## config.mk

```make
export PLATFORM = sky130hd
export DESIGN_NAME = iq_phase_detector
export DESIGN_NICKNAME = d
export VERILOG_FILES = /design/src/rtl/iq_pkg.sv /design/src/rtl/cordic_vec_stage.sv /design/src/rtl/iq_phase_detector.sv
export SDC_FILE = /design/constraint.sdc
export NUM_CORES = 1
export LEC_CHECK = 0
export ABC_CLOCK_PERIOD_IN_PS = 5400
export BUFFER_PORTS_ARGS = -buffer_cell sky130_fd_sc_hd__buf_4
export CAP_MARGIN = 20
export CORE_ASPECT_RATIO = 0.9
export CORE_MARGIN = 2
export CORE_UTILIZATION = 57
export CTS_CLUSTER_DIAMETER = 100
export DETAILED_ROUTE_END_ITERATION = 6
export PLACE_DENSITY = 0.78
export SLEW_MARGIN = 20
export SYNTH_ARGS = -nofsm -noshare
export SYNTH_HDL_FRONTEND = slang
export SYNTH_SLANG_ARGS = --single-unit
```

## constraint.sdc

```tcl
create_clock -name clk -period 5.4 [get_ports clk]
set_input_delay 0.54 -clock clk [delete_from_list [all_inputs] [get_ports clk]]
set_output_delay 0.54 -clock clk [all_outputs]
set_load 0.02 [all_outputs]
```

## src/rtl/iq_pkg.sv

```systemverilog
// Shared constants for the I/Q phase detector: arctangent table, widths, FSM states.
package iq_pkg;
  localparam int PHASE_W  = 32;
  localparam int SAMPLE_W = 8;

  typedef enum logic [1:0] {ST_IDLE, ST_ITER, ST_DONE} state_e;

  // atan(2^-i) scaled so that a full turn is 2^32
  localparam logic [PHASE_W-1:0] ATAN [16] = '{
    32'h20000000, 32'h12E4051E, 32'h09FB385B, 32'h051111D4,
    32'h028B0D43, 32'h0145D7E1, 32'h00A2F61E, 32'h00517C55,
    32'h0028BE53, 32'h00145F2F, 32'h000A2F98, 32'h000517CC,
    32'h00028BE6, 32'h000145F3, 32'h0000A2FA, 32'h0000517D
  };
endpackage

```

## src/rtl/cordic_vec_stage.sv

```systemverilog
// One combinational CORDIC vectoring micro-rotation driving y toward zero.
module cordic_vec_stage
  import iq_pkg::*;
#(
  parameter int W = 16
) (
  input  logic signed [W-1:0]       i_x,
  input  logic signed [W-1:0]       i_y,
  input  logic        [PHASE_W-1:0] i_z,
  input  logic        [3:0]         i_idx,
  output logic signed [W-1:0]       o_x,
  output logic signed [W-1:0]       o_y,
  output logic        [PHASE_W-1:0] o_z
);
  logic signed [W-1:0] w_xs, w_ys;

  always_comb begin
    w_xs = i_x >>> i_idx;
    w_ys = i_y >>> i_idx;
    if (!i_y[W-1]) begin
      o_x = i_x + w_ys;
      o_y = i_y - w_xs;
      o_z = i_z + ATAN[i_idx];
    end else begin
      o_x = i_x - w_ys;
      o_y = i_y + w_xs;
      o_z = i_z - ATAN[i_idx];
    end
  end
endmodule

```

## src/rtl/iq_phase_detector.sv

```systemverilog
// Iterative CORDIC vectoring engine: (Q, I) sample pair -> phase (2^32 per turn) and magnitude.
module iq_phase_detector
  import iq_pkg::*;
#(
  parameter int ITERS = 12,
  parameter int FRAC  = 6
) (
  input  logic                clk,
  input  logic                reset,
  input  logic                in_valid,
  output logic                in_ready,
  input  logic [SAMPLE_W-1:0] sin_in,
  input  logic [SAMPLE_W-1:0] cos_in,
  output logic                out_valid,
  input  logic                out_ready,
  output logic [PHASE_W-1:0]  phase_out,
  output logic [9:0]          mag_out
);
  localparam int W     = 10 + FRAC;
  localparam int CNT_W = 5;

  state_e              r_state, w_state_nxt;
  logic [CNT_W-1:0]    r_cnt;
  logic signed [W-1:0] r_x, r_y;
  logic [PHASE_W-1:0]  r_z;
  logic                r_zero;
  logic [PHASE_W-1:0]  r_phase;
  logic [9:0]          r_mag;

  logic signed [W-1:0] w_cx, w_cy, w_nx, w_ny;
  logic [PHASE_W-1:0]  w_nz;
  logic                w_last;

  // Two extra integer bits let -128 negate cleanly during pre-rotation
  assign w_cx   = {{(W-SAMPLE_W){cos_in[SAMPLE_W-1]}}, cos_in} <<< FRAC;
  assign w_cy   = {{(W-SAMPLE_W){sin_in[SAMPLE_W-1]}}, sin_in} <<< FRAC;
  assign w_last = (r_cnt == CNT_W'(ITERS));

  cordic_vec_stage #(.W(W)) u_stage (
    .i_x  (r_x),
    .i_y  (r_y),
    .i_z  (r_z),
    .i_idx(r_cnt[3:0]),
    .o_x  (w_nx),
    .o_y  (w_ny),
    .o_z  (w_nz)
  );

  always_comb begin
    w_state_nxt = r_state;
    case (r_state)
      ST_IDLE: if (in_valid)  w_state_nxt = ST_ITER;
      ST_ITER: if (w_last)    w_state_nxt = ST_DONE;
      ST_DONE: if (out_ready) w_state_nxt = ST_IDLE;
      default:                w_state_nxt = ST_IDLE;
    endcase
  end

  always_ff @(posedge clk or negedge reset) begin
    if (!reset) r_state <= ST_IDLE;
    else        r_state <= w_state_nxt;
  end

  // Counter runs 0..ITERS: ITERS rotations, then one cycle to register the result
  always_ff @(posedge clk or negedge reset) begin
    if (!reset) begin
      r_cnt   <= '0;
      r_x     <= '0;
      r_y     <= '0;
      r_z     <= '0;
      r_zero  <= 1'b0;
      r_phase <= '0;
      r_mag   <= '0;
    end else begin
      case (r_state)
        ST_IDLE: if (in_valid) begin
          r_cnt  <= '0;
          r_zero <= (sin_in == '0) && (cos_in == '0);
          if (cos_in[SAMPLE_W-1]) begin
            r_x <= -w_cx;
            r_y <= -w_cy;
            r_z <= 32'h8000_0000;
          end else begin
            r_x <= w_cx;
            r_y <= w_cy;
            r_z <= '0;
          end
        end
        ST_ITER: begin
          if (w_last) begin
            r_phase <= r_zero ? '0 : r_z;
            r_mag   <= r_zero ? '0 : r_x[FRAC+9:FRAC];
          end else begin
            r_x   <= w_nx;
            r_y   <= w_ny;
            r_z   <= w_nz;
            r_cnt <= r_cnt + 1'b1;
          end
        end
        default: ;
      endcase
    end
  end

  assign in_ready  = (r_state == ST_IDLE);
  assign out_valid = (r_state == ST_DONE);
  assign phase_out = r_phase;
  assign mag_out   = r_mag;
endmodule
```

* Word level (Yosys, flattened, before mapping) *
Memories as Yosys holds them, arrays and structs flattened.
Cells that the tools add are included.

storage, ports and cells
  register bits = 114
  memory bits (read-only) = 512
  input bits = 20
  output and inout bits = 44
  word-level logic and storage cells = 64
  memories = 1

cells by class
  $add $sub $neg = 9
  order comparisons = 1
  equality and inequality tests = 7
  shift operators = 2
  multiplexer cells = 26
  bitwise operators = 1
  reduce and logical (&&, ||, !) cells = 9

memory list
  memory            words  width  rd ports  clocked after Yosys merged registers in  wr ports  line                    source
  (name not given)  16     32     1         0                                        0         cordic_vec_stage.sv:23  o_z = i_z + ATAN[i_idx];

operators with widths
  operator               count
  $mux W32               7
  $mux W16               8
  $pmux W16 S2           2
  $pmux W32 S2           1
  $add A16 B16 Y16       2
  $add A32 B32 Y32       1
  $neg A14 Y16           2
  $sshr A16 B4 Y16       2
  $sub A16 B16 Y16       2
  $sub A32 B32 Y32       1
  $logic_not A8 Y1       2
  $mux W10               1
  $mux W5                2
  $pmux W5 S2            1
  $mux W2                3
  $ne A2 B2 Y1 const B   3
  $pmux W2 S3            1
  $reduce_and A3 Y1      2
  $add A5 B1 Y5 const B  1
  $eq A5 B4 Y1 const B   1
  $ge A5 B5 Y1 const B   1
  $not A4 Y5             1
  $reduce_and A2 Y1      2
  $eq A2 B1 Y1 const B   1
  5 further kinds        5

* Longest topological paths before layout *
Gate-level depths: netlist of the first run.

  word-level depth = 8
  mapped depth = 26
  gate-level depth less buffers = 22

* Modules after synthesis *
From an unflattened synthesis of the first run, not the netlist that was laid out.

unflattened totals
  cell total of the unflattened synthesis = 1373
  area, all modules = 11300.8 sq um

by module, submodules not included
  module             times used  cells each  area each (sq um)  seq. area each (sq um)
  cordic_vec_stage   1           797         6057.1             0.0
  iq_phase_detector  1           576         5243.8             2852.7

* Least setup slack after synthesis of the first run *
Ideal clock, no wire load.

  path type = register to register
  start point = reg r_cnt[1]
  end point = reg r_z[31]
  setup time = 134 ps
  arrival = 5154 ps
  required time = 5266 ps
  path slack = 112 ps
  stages on the path, launching flop included = 27
  buffers on the path = 5
  period minus slack after synthesis = 5288 ps
  path through = dfrtp_1 buf_4 buf_4 buf_4 buf_4 inv_1 ha_1 buf_2 nand2_1 a31oi_1 nor3b_2 nand2_1 nor4b_1 nand3_1 nor3_1 nor2_1 xor2_1 ha_1 a21o_1 a21oi_1 nor2b_1 nor2_1 o22a_1 o21a_1 a2111oi_0 mux2i_1 o211ai_1

on the way
  word-level cells in the longest chain between the ends = 8
  elaborated cells on any way between the ends = 12
  classes of those cells = add/sub: 2; eq/ne: 2; mux: 5; bitwise: 1; reduce/logical: 1; memory: 1

ends and longest elaborated chain
  element                                                      line                                            source
  from (decl)                                                  iq_phase_detector.sv:23                         logic [CNT_W-1:0] r_cnt;
  from (signal assigned)                                       iq_phase_detector.sv:97                         r_cnt <= r_cnt + 1'b1;
  $not A4 Y5 (not written as such)                             cordic_vec_stage.sv:23, cordic_vec_stage.sv:27
  $mem_v2 Z16 W32                                              n/a
  $mux W32 (not written as such) (2 in a row)                  cordic_vec_stage.sv:27                          o_z = i_z - ATAN[i_idx];
  $add A32 B32 Y32 / $sub A32 B32 Y32 (equally long branches)  cordic_vec_stage.sv:23, cordic_vec_stage.sv:27
  $mux W32                                                     cordic_vec_stage.sv:20                          if (!i_y[W-1]) begin
  $mux W32                                                     iq_phase_detector.sv:90                         if (w_last) begin
  $pmux W32 S2                                                 iq_phase_detector.sv:75                         case (r_state)
  to (signal assigned)                                         iq_phase_detector.sv:96                         r_z <= w_nz;
  to (decl)                                                    iq_phase_detector.sv:25                         logic [PHASE_W-1:0] r_z;

Parallel ways exist; a longest one is shown, timed or not. The select of a mux whose other input is x is not followed.
A chain may end at the register's enable or synchronous reset.

* Worst setup path in the final report of the first run *
  start point = reg r_cnt[1]
  end point = reg r_x[15]

on the way
  word-level cells in the longest chain between the ends = 5
  elaborated cells on any way between the ends = 9
  classes of those cells = add/sub: 2; eq/ne: 2; shift: 1; mux: 3; reduce/logical: 1

ends and longest elaborated chain
  element                                                      line                                            source
  $sshr A16 B4 Y16                                             cordic_vec_stage.sv:19                          w_ys = i_y >>> i_idx;
  $add A16 B16 Y16 / $sub A16 B16 Y16 (equally long branches)  cordic_vec_stage.sv:21, cordic_vec_stage.sv:25
  $mux W16                                                     cordic_vec_stage.sv:20
  $mux W16                                                     iq_phase_detector.sv:90
  $pmux W16 S2                                                 iq_phase_detector.sv:75
  to (signal assigned)                                         iq_phase_detector.sv:80                         r_x <= -w_cx;
  to (signal assigned)                                         iq_phase_detector.sv:84                         r_x <= w_cx;
  to (signal assigned)                                         iq_phase_detector.sv:94                         r_x <= w_nx;
  to (decl)                                                    iq_phase_detector.sv:24                         logic signed [W-1:0] r_x, r_y;

Parallel ways exist; a longest one is shown, timed or not. The select of a mux whose other input is x is not followed.

==> run metrics, run 1 <==
crit end category=flip-flop; Total Routing Usage GR=30.6%; DRT antenna net count=0; first-pass detailed-route iteration total=7; final instance area=12600 um^2; top-count cell post-synth=o21ai_0; I/O pin cnt=64; Area contributors post-synth=dfrtp_1 26%, ha_1 8.5%, o21ai_0 6.3%; Mapped Area=11100 um^2; first-pass GRT wire length=49700 um; final-stage net count=1504; hpwl dp=22300 um; wire per inst=18.7 um; Synth Register Bits=114; synth warn=0; share of cells above drive strength 1=15.2%; status=finished, violations left; instance area after placement=11800 um^2; Slew HR=44.8%; RePlAce Congestion=1.00; failing checks=design-rule violations; Fin. Hold Viols=0; vias in the first global route=9530; post-synth top area cell=dfrtp_1; CP Max Fanout=28; TritonCTS Sinks=114; Clock transition at path regs=0.06 ns; clock insertion delay at the later pin of the skew report=0.42 ns; Yosys top cell area share=25.7%; H-Tree Depth=4; EDFF count, synth=0; TritonCTS clock tree=built; Final Util=65.8%; Setup crit start kind=flip-flop; routed vias/inst=6.33; FILL cells=1587; Rows=48; Synth Flop Type=dfrtp_1; hold crit path type=input port to asynchronous set/reset pin; CP Data Arrival Time=5.52 ns; Finish-stage setup viols=0; die area=20600 um^2; final worst path period share=96.0%; sequential-to-total area share from yosys stat=25.7%; DIE WIDTH=151 um; drt total wl=31300 um; max-slew violations=0; crit path kind=flip-flop to flip-flop; Clock Skews=0.0107 ns; ant diodes=0; Buffers on Ports=63; Distinct cells, synth=69; largest net degree at the start of global routing=65; fmax=193 MHz; Remaining DRCs=2; Syn Nets=1462; vias=10600; Worst-Margin Slew=0.828 ns; Die Span Y=136 um; most instantiated cells after synthesis=139 x o21ai_0, 138 x nand2_1, 114 x dfrtp_1; fin crit period=5.18 ns; core area=19100 um^2; total area of sequential cells=2860 um^2; TNS Setup=0 ns; area grow syn2layout=13.4%; CTS Root Cell=clkbuf_16; Initial Util=58.0%; RSZ-0062 raised after global routing=true; Inserted Clock Buffers=17; Async SR Flop Fraction=100%; WP data required=5.73 ns; grt ovf=0; DRT iter0 DRCs=1065; Post-Syn Instances=1364; Hold Slack=0.177 ns; Max Cap Viol=0; initial antenna violation count=0; Longest Clk Path Bufs=2; area occupied by multi-input gates=7770 um^2; Avg Cell Area, Syn=8.13 um^2
[worst max-delay path, stage by stage (launching register included)]
cell	delay [ns]
dfrtp_2	0.46
buf_6	0.27
mux4_2	0.52
mux2_2	0.30
o21ai_0	0.27
ha_1	0.29
nand2_1	0.07
or4b_4	0.54
nor2_2	0.19
nor3_1	0.06
a21oi_1	0.12
o21ai_0	0.09
ha_1	0.38
and3_1	0.21
a32o_1	0.24
a31oi_1	0.21
a21oi_1	0.16
a31oi_1	0.24
xnor2_1	0.11
nand2b_1	0.16
a31oi_1	0.18
[path summary, 6_finish.rpt]
path,slack [ns],cells after the start,end,start
max,0.22,20,r_x[15],r_cnt[1]
min,0.18,1,r_x[8],reset
max reg2reg,0.22,20,r_x[15],r_cnt[1]
min reg2reg,0.48,2,phase_out[14],phase_out[14]
max in group asynchronous,3.95,2,r_z[4],reset
min in group clk,0.30,2,r_state[1],out_ready
[per-stage QoR]
step | cells | setup slack [ns]
2_1_floorplan | 1364 | 0.112
3_3_place_gp | 1634 | 0.170
3_5_place_dp | 1634 | 0.0715
4_1_cts | 1666 | 0.0341
5_1_grt | 1669 | 0.0161
6_report | 1669 | 0.218
[flip-flops by register name, summed over array words and instances, names as in the netlist]
name and count:
mag_out 10, r_x 16, phase_out 32, r_y 16, r_z 32, r_zero 1, r_state 2, r_cnt 5
[cell type report]
class | instances | area share (%)
clock buffer | 18 | 3.42
tap | 250 | 2.49
clock inverter | 14 | 1.61
sequential | 114 | 22.8
multi-input combinational | 1125 | 61.8
timing repair buffer | 103 | 6.52
inverter | 45 | 1.34
[cells by family after synthesis]
family | after synthesis | synth area share [%]
buffers and inverters | 125 | 4.64
and+or+nand+nor | 471 | 20.5
muxes | 72 | 10.1
DFF | 114 | 25.7
adders and majority gates | 79 | 9.10
AOI/OAI and AO/OA | 404 | 22.1
xor gates and xnor gates | 99 | 7.82
[timing repair]
action | in CTS | in global routing
gates resized for setup | 0 | 13
hold buffers | 0 | 0
setup endpoints to repair | 0 | 14
setup buffers | 0 | 2
[cell usage in the layout (no fill, tap or decap), types with 8 or more instances in the layout]
cell type  instances
or3_1             12
a21o_1            20
nor2b_1           21
mux2i_1           21
buf_4             99
and3_1            10
a21oi_1          110
xor2_1            42
a31oi_1           26
mux4_2            26
nor2_1           105
ha_1              74
nand3_1           50
inv_1             42
mux2_2            22
nand2_1          137
nand4_1            8
clkbuf_16         18
o21a_1            12
o31ai_1           17
dfrtp_1          108
o21ai_0          138
nor3_1            30
nand2b_1          58
xnor2_1           57
o211ai_1          10
a211oi_1          10
[metal layers]
layer	vias up	part of all wire, %	global-route usage, %
li1	5014	-	-
met1	4952	43	43.9
met2	547	44	45.9
met3	53	10	7.72
met4	0	2.2	8.52
met5	-	0	0
Power of run 1 is left out: the tool's default activity adds up to more than one toggle a clock period on the data nets, which glitch-free logic cannot reach.
==> inputs of run 2 (changes only) <==
--- a/config.mk
+++ b/config.mk
@@ -10,10 +10,10 @@
 export CAP_MARGIN = 20
 export CORE_ASPECT_RATIO = 0.9
 export CORE_MARGIN = 2
-export CORE_UTILIZATION = 57
+export CORE_UTILIZATION = 50
 export CTS_CLUSTER_DIAMETER = 100
 export DETAILED_ROUTE_END_ITERATION = 6
-export PLACE_DENSITY = 0.78
+export PLACE_DENSITY = 0.7
 export SLEW_MARGIN = 20
 export SYNTH_ARGS = -nofsm -noshare
 export SYNTH_HDL_FRONTEND = slang
==> run metrics, run 2 (same netlist as run 1, synthesis figures left out) <==
Rows=51 (+6.3%); I/O pin cnt=64 (unchanged); Max Cap Viol=0 (unchanged); largest net degree at the start of global routing=65 (unchanged); RSZ-0062 raised after global routing=true; vias=10400 (-1.5%); Slew HR=38.3% (-6.5 points); TritonCTS Sinks=114 (unchanged); crit end category=flip-flop; Longest Clk Path Bufs=2 (unchanged); FILL cells=1999 (+26%); grt ovf=0 (unchanged); status=finished, final reports clean; most frequent cells in the layout=139 x o21ai_0, 137 x nand2_1, 110 x a21oi_1, 108 x dfrtp_1, 105 x nor2_1; DIE WIDTH=161 um (+6.6%); CP Max Fanout=24 (-14%); wire per inst=18.1 um (-3.7%); R2R Path Start=r_cnt[0]; Buffers on Ports=63 (unchanged); CP Data Arrival Time=5.43 ns (-0.09 ns); RePlAce Congestion=1.00 (-0.18%); die area=23400 um^2 (+14%); Clock transition at path regs=0.06 ns (about the same); area grow syn2layout=13.4% (about the same); Remaining DRCs=0 (-2); Inserted Clock Buffers=17 (unchanged); crit path kind=flip-flop to flip-flop; Total Routing Usage GR=26.4% (-4.2 points); hpwl dp=22700 um (+1.9%); r2r worst-path depth=19 (-5.0%); hold crit path type=input port to asynchronous set/reset pin; wire length on met3=2220 um (-31%); Met1 Routed Length=14300 um (+5.5%); vias in the first global route=9656 (+1.3%); Setup crit start kind=flip-flop; Worst-Margin Slew=0.925 ns (+0.0970 ns); hold_buf cts=0 (unchanged); Initial Util=51.1% (-6.9 points); initial antenna violation count=0 (unchanged); drt total wl=30900 um (-1.3%); first-pass GRT wire length=50000 um (+0.61%); DRT iter0 DRCs=925 (-13%); core area=21700 um^2 (+14%); highest metal used=met4; fmax=194 MHz (+0.70%); Die Span Y=145 um (+6.6%); ant diodes=0 (unchanged); clock insertion delay at the later pin of the skew report=0.43 ns (about the same); final-stage net count=1504 (unchanged); fin crit period=5.15 ns (-0.0360 ns); routed vias/inst=6.09 (-3.9%); H-Tree Depth=4 (unchanged); DRT antenna net count=0 (unchanged); Worst R2R End=r_x[15]; TNS Setup=0 ns (unchanged); CTS Root Cell=clkbuf_16; TritonCTS clock tree=built; R2R Setup Slk=0.25 ns (+0.04 ns); Clock Skews=0.0117 ns (+0.00103 ns); share of cells above drive strength 1=14.9% (-0.35 points); max-slew violations=0 (unchanged); most common cell after layout, fill and taps aside=o21ai_0; Fin. Hold Viols=0 (unchanged); final worst path period share=95.3% (-0.67 points); Finish-stage setup viols=0 (unchanged); first-pass detailed-route iteration total=6 (-1); WP data required=5.69 ns (-0.04 ns); Detail Route met2 WL=13800 um (-0.23%)
[run 2: per-layer routing]
layer,vias to the layer above,global-route usage (%)
met4,0,7.68
li1,5018,-
met1,4973,38.0
met3,51,5.40
met2,365,39.9
met5,-,0
[run 2: worst max path at each step]
| stage | from | to |
|---|---|---|
| finish | r_cnt[0] | r_x[15] |
| floorplan | r_cnt[1] | r_z[31] |
| global placement | r_cnt[1] | r_x[15] |
| detailed placement | r_cnt[1] | r_x[15] |
| CTS | r_cnt[1] | r_x[15] |
| global route | r_cnt[0] | r_x[15] |
[run 2: cell type report]
class                           instances  area (um^2)  area share (%)
Timing Repair Buffer                  103          811            6.45
Clock inverter                         13          185            1.47
Inverter                               45          169            1.34
Multi-Input combinational cell       1125         7750            61.6
Clock buffer                           19          433            3.44
Tap cell                              291          364            2.90
Sequential cell                       114         2860            22.8
[run 2: through the flow]
stage | cell area (um^2) | util [%] | hold WS (ns) | std cells | setup slack [ns]
6_report | 12600 | 57.9 | 0.203 | 1710 | 0.254
5_1_grt | 12600 | 57.9 | 0.268 | 1710 | -0.0239
4_1_cts | 12500 | 57.7 | 0.228 | 1709 | 0.120
3_5_place_dp | 11900 | 54.8 | 0.471 | 1677 | 0.201
3_3_place_gp | 11900 | 54.8 | 0.463 | 1677 | 0.284
2_1_floorplan | 11100 | - | 0.244 | 1364 | 0.112
[run 2: timing repair]
action / 4_1_cts / 5_1_grt
setup endpoints to repair: 0 / 4
buffers inserted: 0 / 0
resized for setup: 0 / 8
[run 2: worst max-delay path: stages (launching register included)]
cell and delay, ns:
dfrtp_2 0.42, buf_12 0.21, mux4_2 0.58, mux4_2 0.55
a311oi_4 0.33, nand2_1 0.10, or4b_4 0.54, nor2_2 0.19
nor3_1 0.06, a21oi_1 0.11, o21ai_0 0.09, ha_1 0.37
and3_1 0.22, a32o_1 0.26, a31oi_2 0.20, a21oi_1 0.15
a31oi_1 0.23, xnor2_1 0.17, nand2b_1 0.14, a31oi_1 0.08
Power of run 2 is left out for the same reason.
==> inputs of run 3 (changes only) <==
--- a/config.mk
+++ b/config.mk
@@ -5,6 +5,7 @@
 export SDC_FILE = /design/constraint.sdc
 export NUM_CORES = 1
 export LEC_CHECK = 0
+export ABC_AREA = 1
 export ABC_CLOCK_PERIOD_IN_PS = 5400
 export BUFFER_PORTS_ARGS = -buffer_cell sky130_fd_sc_hd__buf_4
 export CAP_MARGIN = 20
==> run metrics, run 3 <==
status=finished, final reports clean; clock insertion delay at the later pin of the skew report=0.43 ns (about the same); CTS Root Cell=clkbuf_16; Synth Register Bits=114 (unchanged); Yosys top cell area share=25.6% (-0.13 points); Max Cap Viol=0 (unchanged); TritonCTS clock tree=built; most frequent cells in the layout=463 x nand2_1, 151 x inv_1, 132 x o21ai_0, 114 x nand3_1, 113 x dfrtp_1; Setup Fix Bufs, Post-CTS=0 (unchanged); Slew HR=35.1% (-3.2 points); RePlAce Congestion=1.02 (+2.0%); share of cells above drive strength 1=11.4% (-3.5 points); fin crit period=4.86 ns (-0.288 ns); Finish-stage setup viols=0 (unchanged); Clock transition at path regs=0.06 ns (about the same); Synth Flop Type=dfrtp_1; crit end category=flip-flop; TNS Setup=0 ns (unchanged); CP Max Fanout=27 (+13%); Area contributors post-synth=dfrtp_1 26%, nand2_1 16%, ha_1 8.4%; WP data required=5.71 ns (+0.02 ns); TritonCTS Sinks=114 (unchanged); vias in the first global route=10000 (+3.8%); largest net degree at the start of global routing=86 (+32%); first-pass detailed-route iteration total=6 (unchanged); top-count cell post-synth=nand2_1; Avg Cell Area, Syn=6.70 um^2 (-18%); DRT iter0 DRCs=1183 (+28%); first-pass GRT wire length=54100 um (+8.1%); Distinct cells, synth=62 (-10%); Die Span Y=146 um (+0.25%); post-synth top area cell=dfrtp_1; Setup crit start kind=flip-flop; RSZ-0062 raised after global routing=false; final worst slack=0.542 ns (+0.288 ns); Initial Util=51.2% (+0.11 points); Longest Clk Path Bufs=2 (unchanged); CP Data Arrival Time=5.17 ns (-0.26 ns); grt ovf=0 (unchanged); final worst path period share=90.0% (-5.3 points); Fin. Hold Viols=0 (unchanged); synth warn=0 (unchanged); most instantiated cells after synthesis=464 x nand2_1, 151 x inv_1, 132 x o21ai_0; hpwl dp=25700 um (+13%); Post-Syn Instances=1662 (+22%); vias=11300 (+8.9%); Clock Skews=0.0141 ns (+0.00239 ns); final instance area=12300 um^2 (-2.3%); Async SR Flop Fraction=100% (unchanged); ant diodes=0 (unchanged); DIE WIDTH=161 um (+0.25%); Remaining DRCs=0 (unchanged); hold crit path type=input port to asynchronous set/reset pin; hold_buf cts=0 (unchanged); Buf/Inv on CP=4 (+3); GR peak layer=met1; met2 Use GR=39.2% (-0.68 points); Total Routing Usage GR=28.8% (+2.4 points); pre-CTS WS=0.714 ns (+0.513 ns); Post-CTS Resized=0 (unchanged); FILL cells=2132 (+6.7%); area grow syn2layout=10.2%; Hold Slack=0.257 ns (+0.0537 ns); crit path kind=flip-flop to flip-flop; delay-heaviest family, CP=simple AND/OR/NAND/NOR gates; slowest CP cell=nor4_1; Rows=51 (unchanged); met1 Use GR=46.1% (+8.0 points); sequential-to-total area share from yosys stat=25.6% (-0.13 points); Most Frequent Cell on Critical Path=nand2_1; initial antenna violation count=0 (unchanged); I/O pin cnt=64 (unchanged); die area=23500 um^2 (+0.50%); final-stage net count=1794 (+19%); drt total wl=33900 um (+9.9%); EDFF count, synth=0 (unchanged); slowest cell delay on critical path=0.74 ns (+0.16 ns); H-Tree Depth=4 (unchanged); GR Util met3=6.10% (+0.70 points); Buffers on Ports=63 (unchanged); wire per inst=17.0 um (-6.1%); max-slew violations=0 (unchanged); routed vias/inst=5.67 (-6.9%); Inserted Clock Buffers=17 (unchanged); Syn Nets=1760 (+20%); Worst-Margin Slew=0.964 ns (+0.0385 ns); fmax=206 MHz (+5.9%); DRT antenna net count=0 (unchanged); core area=21800 um^2 (+0.29%); Mapped Area=11100 um^2 (+0.51%); most common cell after layout, fill and taps aside=nand2_1; instance area after placement=11700 um^2 (-1.4%)
==> run 3: cell count changes after synthesis, moves of 22 or more <==
cell / delta
nand2_1: +326
inv_1: +109
nand3_1: +64
nand2b_1: -59
xnor2_1: -30
o21ai_1: +29
mux4_2: -26
mux2_2: -22
==> run 3: routing by layer <==
layer | wire [um] | part of all wire, %
met1 | 16800 | 50
met2 | 13300 | 39
met3 | 3340 | 9.8
met4 | 404 | 1.2
met5 | 0 | 0
==> run 3: final cells by class <==
class | count | area [um^2] | area share, %
clock inverters | 14 | 103 | 0.836
well taps | 291 | 364 | 2.97
repair buffers | 84 | 631 | 5.14
multi-input cells | 1313 | 7260 | 59.1
flip-flops and latches | 114 | 2850 | 23.2
inverters | 166 | 628 | 5.12
clock buffers | 18 | 439 | 3.58
==> run 3: path summary, 6_finish.rpt <==
path | start | slack (ns) | end | cells after the start
worst max-delay path | r_cnt[1] | 0.54 | r_z[26] | 25
worst min-delay path | reset | 0.26 | r_z[8] | 2
min in group clk | out_ready | 0.28 | r_state[1] | 2
worst min register to register | phase_out[17] | 0.48 | phase_out[17] | 2
max in group asynchronous | reset | 4.53 | r_cnt[0] | 2
worst max register to register | r_cnt[1] | 0.54 | r_z[26] | 25
==> run 3: logic make-up after synthesis <==
kind of cell,synth area share [%]
AOI/OAI and AO/OA,20.0
xor gates and xnor gates,5.90
adders and majority gates,8.96
buffers and inverters,9.32
DFF,25.6
muxes,0.135
and+or+nand+nor,30.1
==> run 3: stage by stage <==
| step | util [%] | instances |
|---|---|---|
| after floorplan | - | 1662 |
| final | 56.4 | 2000 |
| after global routing | 56.4 | 2000 |
| after CTS | 56.4 | 2000 |
| after global placement | 53.9 | 1968 |
| after detailed placement | 53.9 | 1968 |
Power of run 3 is left out for the same reason.
